<file path="config.mk">
export PLATFORM = sky130hd
export DESIGN_NAME = pri_arbiter
export DESIGN_NICKNAME = d
export VERILOG_FILES = /design/src/rtl/pri_arbiter.sv
export SDC_FILE = /design/constraint.sdc
export NUM_CORES = 1
export LEC_CHECK = 0
export CORE_MARGIN = 5
export CORE_UTILIZATION = 31
export DETAILED_ROUTE_END_ITERATION = 10
export GPL_TIMING_DRIVEN = 0
export HOLD_SLACK_MARGIN = 0.06
export PLACE_DENSITY_LB_ADDON = 0.2
export SLEW_MARGIN = 20
export SYNTH_ARGS = -nofsm -noshare
export SYNTH_HDL_FRONTEND = slang
export SYNTH_SLANG_ARGS = --single-unit
</file>
<file path="constraint.sdc">
create_clock -name clk -period 1.8 [get_ports clk]
set_clock_uncertainty 0.1 [all_clocks]
set_input_delay 0.27 -clock clk [delete_from_list [all_inputs] [get_ports clk]]
set_output_delay 0.27 -clock clk [all_outputs]
set_load 0.02 [all_outputs]
</file>
<file path="src/rtl/pri_arbiter.sv">
// N-way sequential arbiter with a registered one-hot grant, grant hold, a hold-time limit and one turnaround cycle between owners.
// Optional rotating priority: define ROUND_ROBIN_EN (default build is fixed priority, highest index wins).
module pri_arbiter #(
    parameter int N        = 4,
    parameter int IDW      = 2,
    parameter int MAX_HOLD = 15
) (
    input  logic           clk,
    input  logic           rst,
    input  logic [N-1:0]   req,
    output logic [N-1:0]   gnt,
    output logic [IDW-1:0] gnt_id,
    output logic           gnt_valid,
    output logic           timeout
);

    // state   | meaning
    // IDLE    | no owner, arbitrate every cycle
    // GRANT   | owner gnt_id_q holds the resource
    // RELEASE | one turnaround cycle with gnt = 0, arbitrate for the next owner
    typedef enum logic [1:0] {
        IDLE    = 2'd0,
        GRANT   = 2'd1,
        RELEASE = 2'd2
    } state_t;

    state_t         state_q, state_d;
    logic [N-1:0]   gnt_q, gnt_d;
    logic [IDW-1:0] gnt_id_q, gnt_id_d;
    logic           gnt_valid_q, gnt_valid_d;
    logic           timeout_q, timeout_d;
    logic [7:0]     hold_cnt_q, hold_cnt_d;
    logic [N-1:0]   mask_q, mask_d;

    logic [N-1:0]   masked_req;
    logic           win_found;
    logic [IDW-1:0] win_id;

`ifdef ROUND_ROBIN_EN
    logic [IDW-1:0] last_id_q, last_id_d;
    logic [IDW-1:0] idx_v;

    // Scan from farthest to nearest so the nearest index below last_id wins.
    always_comb begin
        masked_req = req & ~mask_q;
        win_found  = 1'b0;
        win_id     = '0;
        idx_v      = '0;
        for (int i = N; i >= 1; i--) begin
            idx_v = IDW'((int'(last_id_q) + N - i) % N);
            if (masked_req[idx_v]) begin
                win_found = 1'b1;
                win_id    = idx_v;
            end
        end
    end
`else
    always_comb begin
        masked_req = req & ~mask_q;
        win_found  = 1'b0;
        win_id     = '0;
        for (int i = 0; i < N; i++) begin
            if (masked_req[IDW'(i)]) begin
                win_found = 1'b1;
                win_id    = IDW'(i);
            end
        end
    end
`endif

    always_comb begin
        state_d     = state_q;
        gnt_d       = gnt_q;
        gnt_id_d    = gnt_id_q;
        gnt_valid_d = gnt_valid_q;
        timeout_d   = 1'b0;
        hold_cnt_d  = hold_cnt_q;
        mask_d      = mask_q;
`ifdef ROUND_ROBIN_EN
        last_id_d   = last_id_q;
`endif
        case (state_q)
            IDLE, RELEASE: begin
                mask_d      = '0;
                gnt_d       = '0;
                gnt_id_d    = '0;
                gnt_valid_d = 1'b0;
                hold_cnt_d  = '0;
                state_d     = IDLE;
                if (win_found) begin
                    state_d     = GRANT;
                    gnt_d       = N'(1) << win_id;
                    gnt_id_d    = win_id;
                    gnt_valid_d = 1'b1;
                    hold_cnt_d  = 8'd1;
`ifdef ROUND_ROBIN_EN
                    last_id_d   = win_id;
`endif
                end
            end
            GRANT: begin
                if (!req[gnt_id_q] || hold_cnt_q == 8'(MAX_HOLD)) begin
                    state_d     = RELEASE;
                    gnt_d       = '0;
                    gnt_id_d    = '0;
                    gnt_valid_d = 1'b0;
                    hold_cnt_d  = '0;
                    // A voluntary release on the limit cycle wins over the timeout.
                    if (req[gnt_id_q]) begin
                        timeout_d = 1'b1;
                        mask_d    = gnt_q;
                    end
                end else begin
                    hold_cnt_d = hold_cnt_q + 8'd1;
                end
            end
            default: begin
                state_d     = IDLE;
                gnt_d       = '0;
                gnt_id_d    = '0;
                gnt_valid_d = 1'b0;
                hold_cnt_d  = '0;
                mask_d      = '0;
            end
        endcase
    end

    always_ff @(posedge clk) begin
        if (rst) begin
            state_q     <= IDLE;
            gnt_q       <= '0;
            gnt_id_q    <= '0;
            gnt_valid_q <= 1'b0;
            timeout_q   <= 1'b0;
            hold_cnt_q  <= '0;
            mask_q      <= '0;
`ifdef ROUND_ROBIN_EN
            last_id_q   <= '0;
`endif
        end else begin
            state_q     <= state_d;
            gnt_q       <= gnt_d;
            gnt_id_q    <= gnt_id_d;
            gnt_valid_q <= gnt_valid_d;
            timeout_q   <= timeout_d;
            hold_cnt_q  <= hold_cnt_d;
            mask_q      <= mask_d;
`ifdef ROUND_ROBIN_EN
            last_id_q   <= last_id_d;
`endif
        end
    end

    assign gnt       = gnt_q;
    assign gnt_id    = gnt_id_q;
    assign gnt_valid = gnt_valid_q;
    assign timeout   = timeout_q;

endmodule

</file>
* Word-level counts from Yosys, hierarchy flattened
Index checks and enable logic that the tools add are counted. W data, S select, Z words.
Storage, ports and cells: input port bits 6, register bits 20, output and inout port bits 8
Operators by class: magnitude comparators 1, add/subtract/negate cells 1, reduce and logical (&&, ||, !) cells 7, shift operators 1, bitwise operators 4, muxes and demuxes 21, equality and inequality tests 4
Operators by type and width (count):
- $pmux W8 S2 | 1
- $mux W1 | 9
- $add A8 B1 Y8 const B | 1
- $eq A8 B4 Y1 const B | 1
- $mux W4 | 2
- $mux W8 | 1
- $pmux W2 S2 | 2
- $pmux W4 S2 | 1
- $mux W2 | 3
- $reduce_or A2 Y1 | 2
- $shl A1 B2 Y4 const A | 1
- $lt A2 B3 Y1 const B | 1
- $reduce_or A3 Y1 | 1
- $and A2 B2 Y2 | 1
- $bmux W1 S2 | 1
- $eq A2 B1 Y1 const B | 1
- $eq A2 B2 Y1 const B | 1
- $logic_not A2 Y1 | 1
- $ne A2 B2 Y1 const B | 1
- $not A1 Y1 | 2
- $not A2 Y2 | 1
- $pmux W1 S2 | 1
- $reduce_and A2 Y1 | 1
- $logic_not A1 Y1 | 1
- $logic_or A1 B1 Y1 | 1

* Depth between registers and ports, before layout
depth after elaboration 6, mapped depth 5, depth with buffers taken out 4

* Worst setup path before layout
Ideal clock, no wire load.
path type flip-flop to flip-flop, start point reg hold_cnt_q[0], end point reg gnt_id_q[0], in the netlist gnt_id[0], path buffers 1, stages on the path, launching flop included 6, setup slack 0.363 ns, data arrival time 1.270 ns, library setup time 0.067 ns, path through dfxtp_1 ha_1 and3_1 a211o_1 buf_6 o21ai_2
Between the ends: word-level cells in the longest chain between the ends 3
Ends and longest elaborated chain:
- start: declaration | line 32 | logic [7:0] hold_cnt_q, hold_cnt_d;
- start signal: assignment | line 146 | hold_cnt_q <= hold_cnt_d;
- $eq A8 B4 Y1 | line 102 | if (!req[gnt_id_q] || hold_cnt_q == 8'(MAX_HOLD)) begin
- $logic_or A1 B1 Y1 | line 102
- $ne A2 B2 Y1 (no source line)
- end signal: assignment | line 143 | gnt_id_q <= gnt_id_d;
- end: declaration | line 29 | logic [IDW-1:0] gnt_id_q, gnt_id_d;
Every way passes these cells. A chain may end at the register's enable or synchronous reset.

==> impl_metrics.tcl <==
set metrics [dict create \
    run_status "finished clean" \
    cts_buffers 3 \
    dp_hpwl_um 951 \
    rsz0062_at_grt "no" \
    grt_antenna_before_repair 0 \
    multi_input_area_um2 344 \
    syn_to_final_growth_pct 22.8 \
    first_pass_iters 4 \
    die_width_um 57.8 \
    hold_violations 0 \
    finalPower_uw 698 \
    slowest_delay_ns 0.62 \
    fill_cells 213 \
    hold_class "reg -> reg" \
    drive_gt1_share_pct 21.6 \
    synthesis.area_um2 709 \
    clock_latency_ns 0.28 \
    clockBufferDepth 2 \
    netlist_top_cells_count "dfxtp_1, nand2_1, buf_4, o21ai_0" \
    crit_family "buffers and inverters" \
    setup_viol 0 \
    io_buffers 8 \
    grt_pass1_vias 512 \
    crit_path_start "gnt_id[0]" \
    cp_slowest_cell "clkdlybuf4s50_1" \
    p_switching_uw 168 \
    async_flop_share_pct 0 \
    clk_pin_slew_ns 0.09 \
    synth_most_common_cell "dfxtp_1" \
    netlist_instances 74 \
    cp_num_cells 1 \
    fin_crit_sh_pct 92.3 \
    period_needed_ns 1.66 \
    cts.sinks 16 \
    htree_levels 1 \
    p_leak_nw 0.342 \
    drc 0 \
    tightest_slew_ns 0.554 \
    p_int_uw 530 \
    core_area_um2 2190 \
    p_sw_share_pct 24.1 \
    vias 534 \
    groute.usage.overall_pct 8.15 \
    cp_max_fo 4 \
    grt_overflow 0 \
    r2r_cells 5 \
    ir_drop_uv 521 \
    r2r_slack_ns 0.26 \
    yosys_warnings 0 \
    ys_seq_area_share_pct 45.1 \
    drtAntennaViolNets 0 \
    ys_ff_latch 16 \
    post_drt_wl_per_cell_um 10.6 \
    worstSetupEndpoint "gnt[1]" \
    path_buf_inv 1 \
    synth_area_per_cell_um2 9.59 \
    final_util_pct 39.7 \
    initial_core_util_pct 32.4 \
    timing.fmax_ghz 0.602 \
    seqCellArea_um2 320 \
    combPwrFrac_pct 12.4 \
    r2r_start "hold_cnt_q[0]" \
    yosys.area.top_type "dfxtp_1" \
    slew_headroom_pct 63.0 \
    crit_chain "clkdlybuf4s50_1" \
    dieArea_um2 3350 \
    drtIter0Drc 8 \
    routed_wl_um 1230 \
    crit_type "reg -> out" \
    diodes 0 \
    viasPerCell 4.60 \
    critPathRequiredTime_ns 1.43 \
    power.share.clock_pct 33.6 \
    synth_edf_count 0 \
    share_seq_of_total_power_pct 54.0 \
    maxCapViolations 0 \
    synth_ff_type "dfxtp_1" \
    drv_slew 0 \
    row_count 17 \
    power_density_nw_per_um2 802 \
    cts_root_buf "clkbuf_4" \
    design_area_um2 871 \
    die_h_um 57.8 \
    ios 14 \
    synth_area_leaders "dfxtp_1, buf_4, a21oi_2" \
    synth_top_area_share_pct 45.1 \
    final_nets 96 \
    place.gp.congestion 0.730 \
    synth_cell_types 30 \
    r2r-end "hold_cnt_q[0]" \
    cp-start-kind "flop" \
    cts_tree "yes" \
    cp-end-kind "output pin" \
    grt_first_pass_wirelength_um 2070 \
    post_dp_cell_area_um2 832 \
    grt_max_degree 11 \
    crit_arrival_ns 1.29 \
]
[state kept, by name, indices dropped and copies added, names as in the netlist]
signal / cells
hold_cnt_q: 8
mask_q: 2
state_q: 2
gnt: 1
gnt_id: 1
gnt_valid: 1
timeout: 1
[what timing repair did]
action                     in CTS  in global routing
resized for setup               0                  1
hold buffers                    0                  0
hold endpoints to repair        0                  0
setup buffers                   0                  0
setup endpoints to repair       0                  1
[power groups by stage]
| stage | clock network (mW) | logic (mW) | registers, mW |
|---|---|---|---|
| floorplan | 0 | 0.0505 | 0.390 |
| global placement | 0 | 0.0865 | 0.386 |
| detailed placement | 0 | 0.0866 | 0.386 |
| CTS | 0.246 | 0.0872 | 0.378 |
| global route | 0.263 | 0.0928 | 0.380 |
| finish | 0.235 | 0.0864 | 0.377 |
[worst min-delay path by stage]
stage | start | end | slack, ns | depth (start not counted)
finish | mask_q[0] | mask_q[0] | 0.36 | 2
global route | mask_q[0] | mask_q[0] | 0.40 | 2
CTS | mask_q[0] | mask_q[0] | 0.36 | 2
detailed placement | mask_q[0] | mask_q[0] | 0.35 | 2
global placement | mask_q[0] | mask_q[0] | 0.34 | 2
floorplan | mask_q[0] | mask_q[0] | 0.34 | 2
[cells by family after synthesis]
family | synth area share [%]
AND/OR/NAND/NOR | 23.6
flip-flops | 45.2
AO/OA/AOI/OAI | 15.0
buffers and inverters | 7.41
XOR/XNOR | 3.70
multiplexers | 2.82
adder cells (fa/ha/maj) | 1.76
other | 0.529
[layer usage]
metal,track usage [%],vias to the layer above,routed length (um)
met5,0,-,0
met4,4.97,0,35
met3,2.67,4,72
met2,11.8,14,514
met1,10.4,232,606
li1,-,284,-
[final cells by class]
type	instances	area share, %
Buffer	5	4.74
Clock buffer	4	4.17
Inverter	3	1.29
Multi-Input combinational cell	52	39.5
Sequential cell	16	36.8
Tap cell	28	4.02
Timing Repair Buffer	8	9.48
[stage by stage]
stage / setup TNS [ns] / instances / worst slack (ns) / hold WS [ns]
finish: 0 / 116 / 0.138 / 0.364
CTS: 0 / 116 / 0.0300 / 0.365
floorplan: 0 / 76 / 0.363 / 0.335
global placement: -0.444 / 112 / -0.0587 / 0.344
detailed placement: -0.618 / 112 / -0.0758 / 0.351
global route: 0 / 116 / 0.0775 / 0.397
[layout by cell type, fill, tap and decap left out, drive strengths merged, types with 2 or more instances in the layout]
cell,count
clkbuf,4
dfxtp,16
conb,3
clkdlybuf4s50,7
inv,3
buf,5
o21ai,7
nand2,5
a21oi,4
nor2,5
mux2i,2
and3,2
nand3,3
or3,3
nor4,2
xnor2,2
nor3,2
nor2b,2
nand4,2
No activity file was read; power rests on OpenSTA's default activity.
